--- config.mk ---
export PLATFORM = sky130hd
export DESIGN_NAME = alu_seq_flags
export DESIGN_NICKNAME = d
export VERILOG_FILES = /design/src/rtl/alu_seq_flags.sv
export SDC_FILE = /design/constraint.sdc
export NUM_CORES = 1
export LEC_CHECK = 0
export ABC_AREA = 0
export CAP_MARGIN = 20
export CELL_PAD_IN_SITES_DETAIL_PLACEMENT = 1
export CELL_PAD_IN_SITES_GLOBAL_PLACEMENT = 1
export CORE_MARGIN = 2
export CORE_UTILIZATION = 40
export DETAILED_ROUTE_END_ITERATION = 8
export PLACE_DENSITY = 0.75
export SLEW_MARGIN = 20
export SYNTH_ARGS = -nofsm -noshare
export SYNTH_HDL_FRONTEND = slang
export SYNTH_SLANG_ARGS = --single-unit
export TNS_END_PERCENT = 30
--- constraint.sdc ---
create_clock -name clk -period 3.5 [get_ports clk]
set_input_delay 0.525 -clock clk [delete_from_list [all_inputs] [get_ports clk]]
set_output_delay 0.525 -clock clk [all_outputs]
set_load 0.005 [all_outputs]
--- src/rtl/alu_seq_flags.sv ---
// Sequential WIDTH-bit ALU with registered result/flags, a start/busy/done handshake
// and an optional iterative shift-add multiplier on op 4'h7.
module alu_seq_flags #(
    parameter int WIDTH  = 8,
    parameter bit MUL_EN = 1'b1
) (
    input  logic             clk,
    input  logic             rst,
    input  logic             start,
    input  logic [3:0]       op,
    input  logic [WIDTH-1:0] A,
    input  logic [WIDTH-1:0] B,
    input  logic             use_cin,
    output logic [WIDTH-1:0] result,
    output logic             negativo,
    output logic             zero,
    output logic             cout,
    output logic             overflow,
    output logic             busy,
    output logic             done
);

    localparam int CNT_W = (WIDTH > 2) ? $clog2(WIDTH) : 1;
    localparam logic [CNT_W-1:0] LAST = CNT_W'(WIDTH - 1);

    typedef enum logic {S_IDLE, S_MUL} state_t;

    state_t             state_q, state_d;
    logic [WIDTH-1:0]   result_q;
    logic               neg_q, zero_q, cout_q, ovf_q, done_q;
    logic [CNT_W-1:0]   cnt_q;
    logic [2*WIDTH-1:0] acc_q, mcand_q, acc_d;
    logic [WIDTH-1:0]   mplier_q;

    logic               is_mul, single_go, mul_go, mul_step, mul_last;
    logic [WIDTH-1:0]   opb, alu_res;
    logic [WIDTH:0]     sum;
    logic               cin, alu_cout, alu_ovf, alu_upd;

    // State register
    always_ff @(posedge clk) begin
        if (rst) state_q <= S_IDLE;
        else     state_q <= state_d;
    end

    // Next-state logic
    always_comb begin
        state_d = state_q;
        case (state_q)
            S_IDLE:  if (mul_go)   state_d = S_MUL;
            S_MUL:   if (mul_last) state_d = S_IDLE;
            default: state_d = S_IDLE;
        endcase
    end

    // FSM outputs; a start while multiplying is simply never accepted
    always_comb begin
        is_mul    = MUL_EN && (op == 4'h7);
        single_go = (state_q == S_IDLE) && start && !is_mul;
        mul_go    = (state_q == S_IDLE) && start && is_mul;
        mul_step  = (state_q == S_MUL);
        mul_last  = (state_q == S_MUL) && (cnt_q == LAST);
        busy      = (state_q == S_MUL);
    end

    // Single-cycle datapath: one WIDTH+1 adder shared by ADD/SUB/INC/DEC
    always_comb begin
        opb      = B;
        cin      = 1'b0;
        alu_res  = '0;
        alu_cout = 1'b0;
        alu_ovf  = 1'b0;
        alu_upd  = 1'b1;
        case (op)
            4'h0: begin opb = B;          cin = use_cin ? cout_q : 1'b0; end
            4'h1: begin opb = ~B;         cin = use_cin ? cout_q : 1'b1; end
            4'h2: begin opb = WIDTH'(1);  cin = 1'b0; end
            4'h3: begin opb = '1;         cin = 1'b0; end
            default: opb = B;
        endcase
        sum = {1'b0, A} + {1'b0, opb} + {{WIDTH{1'b0}}, cin};
        case (op)
            4'h0, 4'h1, 4'h2, 4'h3: begin
                alu_res  = sum[WIDTH-1:0];
                alu_cout = sum[WIDTH];
                alu_ovf  = (A[WIDTH-1] == opb[WIDTH-1]) && (sum[WIDTH-1] != A[WIDTH-1]);
            end
            4'h4:    alu_res = A & B;
            4'h5:    alu_res = A | B;
            4'h6:    alu_res = A ^ B;
            default: alu_upd = 1'b0;
        endcase
    end

    assign acc_d = mplier_q[0] ? (acc_q + mcand_q) : acc_q;

    // Multiplier operand/accumulator registers (pure data, no reset needed)
    always_ff @(posedge clk) begin
        if (mul_go) begin
            acc_q    <= '0;
            mcand_q  <= {{WIDTH{1'b0}}, A};
            mplier_q <= B;
        end else if (mul_step) begin
            acc_q    <= acc_d;
            mcand_q  <= mcand_q << 1;
            mplier_q <= mplier_q >> 1;
        end
    end

    // Result, flags, done pulse and iteration counter
    always_ff @(posedge clk) begin
        if (rst) begin
            result_q <= '0;
            neg_q    <= 1'b0;
            zero_q   <= 1'b0;
            cout_q   <= 1'b0;
            ovf_q    <= 1'b0;
            done_q   <= 1'b0;
            cnt_q    <= '0;
        end else begin
            done_q <= single_go || mul_last;
            if (mul_go)
                cnt_q <= '0;
            else if (mul_step)
                cnt_q <= cnt_q + 1'b1;
            if (single_go && alu_upd) begin
                result_q <= alu_res;
                neg_q    <= alu_res[WIDTH-1];
                zero_q   <= (alu_res == '0);
                cout_q   <= alu_cout;
                ovf_q    <= alu_ovf;
            end else if (mul_last) begin
                result_q <= acc_d[WIDTH-1:0];
                neg_q    <= acc_d[WIDTH-1];
                zero_q   <= (acc_d[WIDTH-1:0] == '0);
                cout_q   <= |acc_d[2*WIDTH-1:WIDTH];
                ovf_q    <= 1'b0;
            end
        end
    end

    assign result   = result_q;
    assign negativo = neg_q;
    assign zero     = zero_q;
    assign cout     = cout_q;
    assign overflow = ovf_q;
    assign done     = done_q;

endmodule

==> summary.md <==
| Metric | Value |
|---|---|
| WP data required | `3.76 ns` |
| WL/cell | `17.3 um` |
| Power Total | `2.37 mW` |
| Startpoint class of the critical path | `input port` |
| Antenna Cells | `0` |
| Final setup violation count | `0` |
| WL met2 | `6060 um` |
| Ys flop type | `dfxtp_1` |
| Reg-to-reg startpoint | `mcand_q[0]$_SDFFCE_PN0P_` |
| Worst Clk Skew | `0.0143 ns` |
| Die Wd | `105 um` |
| Pin count of the biggest net entering global routing | `37` |
| Htree depth | `2` |
| Die ar. | `11,100 um2` |
| Setup CP Type | `in -> reg` |
| Async S/R FF share, synth | `0%` |
| Post_cts resized | `0` |
| Leakage | `2.05 nW` |
| Total global-route track usage | `21.8%` |
| 1st-pass router iterations | `4` |
| Hpwl dp | `9550 um` |
| Vias in the first global route | `3,926` |
| Final worst setup slack | `0.0449 ns` |
| Share of layout cells above drive strength 1 | `11.4%` |
| Syn Nets | `573` |
| # fillers | `1,230` |
| Synthesized flop and latch total | `56` |
| Total wire length | `11,900 um` |
| Critical Path Sink Type | `register` |
| Starting Density | `40.6%` |
| Syn-to-layout area delta | `19.1%` |
| Clock Sink Count | `56` |
| Fmax | `289 MHz` |
| Core area | `10,100 um2` |
| Initial detailed-routing violation count | `114` |
| Post-route minimum period | `3.46 ns` |
| Mapped cell area | `4120 um2` |
| Gr ovfl total | `0` |
| Ports | `38` |
| Synth cell types | `54` |
| Avg Vias per Cell | `5.47` |
| Metal-1 WL | `5250 um` |
| Hold buffers post-CTS | `0` |
| Root buffer cell | `clkbuf_8` |
| Slew Limit Headroom | `46.9%` |
| Clock Latency Late Sink | `0.33 ns` |
| Synth Area per Inst | `8.14 um2` |
| Final period util | `98.7%` |
| Antenna violations before repair | `0` |
| PD cells | `483 nW/um2` |
| WHS | `0.490 ns` |
| RD Place Congestion | `0.859` |
| Nets | `621` |
| Critical path data arrival time | `3.71 ns` |
| Setup_tns | `0 ns` |
| Routed wl met3 | `333 um` |
| Worst-path clk slew | `0.11 ns` |
| Max IR drop VDD | `0.000194 V` |
| DRC Markers | `0` |
| Commonest non-fill, non-tap cell in the layout | `nand2_1` |
| Via count | `3,779` |
| Post-synth EDFFs | `16` |
| Highest metal used | `met4` |
| Status | `completed` |
| Crit path max fanout | `2` |
| Cells after Synth | `506` |
| TritonCTS clock tree | `yes` |
| Post-synthesis sequential area ratio | `31.1%` |
| Global-route wire length before repair | `19,300 um` |
| Num rows | `37` |
| CP startpoint | `op[0]` |
| Max Buffers Root-to-Sink | `2` |
| Place WS | `-0.332 ns` |
| Port bufs | `37` |
| Most frequent cells in the layout | `nand2_1 (74), o21ai_0 (53), ha_1 (40), dfxtp_1 (40), nor2_1 (38)` |
| Slew Viols, Final | `0` |
| Final ANT Viol Nets | `0` |
| Num CTS Buffers | `5` |
| RSZ-0062 raised after global routing | `yes` |
| Min-Delay Path Class | `reg -> reg` |
| Final Hold Fails | `0` |
| Hold path start | `acc_q[5]$_SDFFE_PP0P_` |
| Synth warnings | `0` |
| Max_cap viols | `0` |
| Worst-Margin Slew | `0.797 ns` |
| Post-CTS Repair Setup Buffers | `0` |
| Die Y-Extent | `105 um` |
-- metrics by stage --
stage	utilization [%]	instance area (um2)	cells
5_1_grt	48.4	4910	691
3_3_place_gp	47.2	4780	683
3_5_place_dp	47.2	4780	683
4_1_cts	48.3	4890	691
2_1_floorplan	-	4140	506
6_report	48.4	4910	691
-- report_power, final --
group          leakage (nW)  internal (mW)  switching (mW)
clock network        0.0582          0.189           0.239
logic                  1.52          0.486           0.598
registers             0.474          0.773          0.0852
-- synthesized netlist by cell type, types with 2 or more instances --
master / instances / share of area (%)
xnor2_1: 14 / 3.0
nor2_1: 39 / 3.6
or3_1: 2 / 0.30
or2_2: 3 / 0.46
a21o_1: 4 / 0.73
nor4_1: 3 / 0.46
mux2_2: 11 / 3.0
a21oi_1: 34 / 4.1
nand2_1: 74 / 6.7
a22o_1: 3 / 0.64
nor2b_1: 5 / 0.76
dfxtp_1: 40 / 19
o21bai_1: 4 / 0.73
edfxtp_1: 16 / 12
o21ai_0: 53 / 6.4
fa_1: 3 / 1.5
buf_1: 2 / 0.18
a31oi_1: 5 / 0.76
a211oi_2: 2 / 0.61
nand3_1: 5 / 0.61
o21a_1: 2 / 0.36
nand4b_1: 2 / 0.43
nor3_1: 13 / 1.6
o31ai_1: 3 / 0.55
a211oi_1: 11 / 2.0
ha_1: 40 / 12
inv_1: 35 / 3.2
xor2_1: 6 / 1.3
o211ai_1: 6 / 1.1
clkbuf_1: 20 / 1.8
o2111ai_1: 2 / 0.43
and3_1: 3 / 0.46
mux2i_1: 13 / 3.2
a22oi_1: 8 / 1.5
-- worst paths after layout --
kind / cells after the start / slack, ns / endpoint
setup / recovery: 14 / 0.04 / result[6]$_SDFFE_PP0P_
hold / removal: 2 / 0.49 / acc_q[5]$_SDFFE_PP0P_
setup reg to reg: 11 / 0.42 / cout$_SDFFE_PP0P_
hold reg to reg: 2 / 0.49 / acc_q[5]$_SDFFE_PP0P_
-- registers in the layout, summed over array words and instances, names as in the netlist --
signal / flops
acc_q: 16
done: 1
cout: 1
busy: 1
zero: 1
mplier_q: 8
mcand_q: 16
overflow: 1
result: 8
cnt_q: 3
-- routing by layer --
layer	global-route usage, %	up-vias
met5	0	-
met4	7.52	0
met3	2.97	21
met2	39.4	50
met1	26.5	1829
li1	-	1879
-- area by class of cell --
cell class / count / area (um2) / area share [%]
Inverter: 35 / 131 / 2.68
Multi-Input combinational cell: 391 / 2630 / 53.7
Timing Repair Buffer: 65 / 581 / 11.8
Sequential cell: 56 / 1280 / 26.1
Clock buffer: 6 / 93.8 / 1.91
Tap cell: 136 / 170 / 3.47
Clock inverter: 2 / 16.3 / 0.332
-- cells by family after synthesis --
family / share of synthesized area (%)
xor+xnor: 4.25
flops: 31.1
fa+ha+maj: 13.6
mux: 6.53
buf+inv: 5.50
compound gates: 21.9
simple gates: 17.1
-- critical path, cell delays in order --
cell             delay [ns]
clkdlybuf4s50_1        0.42
or2_2                  0.31
a21oi_1                0.18
a21oi_1                0.08
fa_2                   0.39
fa_2                   0.35
a21o_1                 0.19
a21oi_2                0.17
o21bai_1               0.09
a21oi_2                0.17
xnor2_1                0.14
mux2i_1                0.10
or3b_2                 0.45
a21oi_1                0.14
Note: power is estimated with default switching activity, not from simulation.
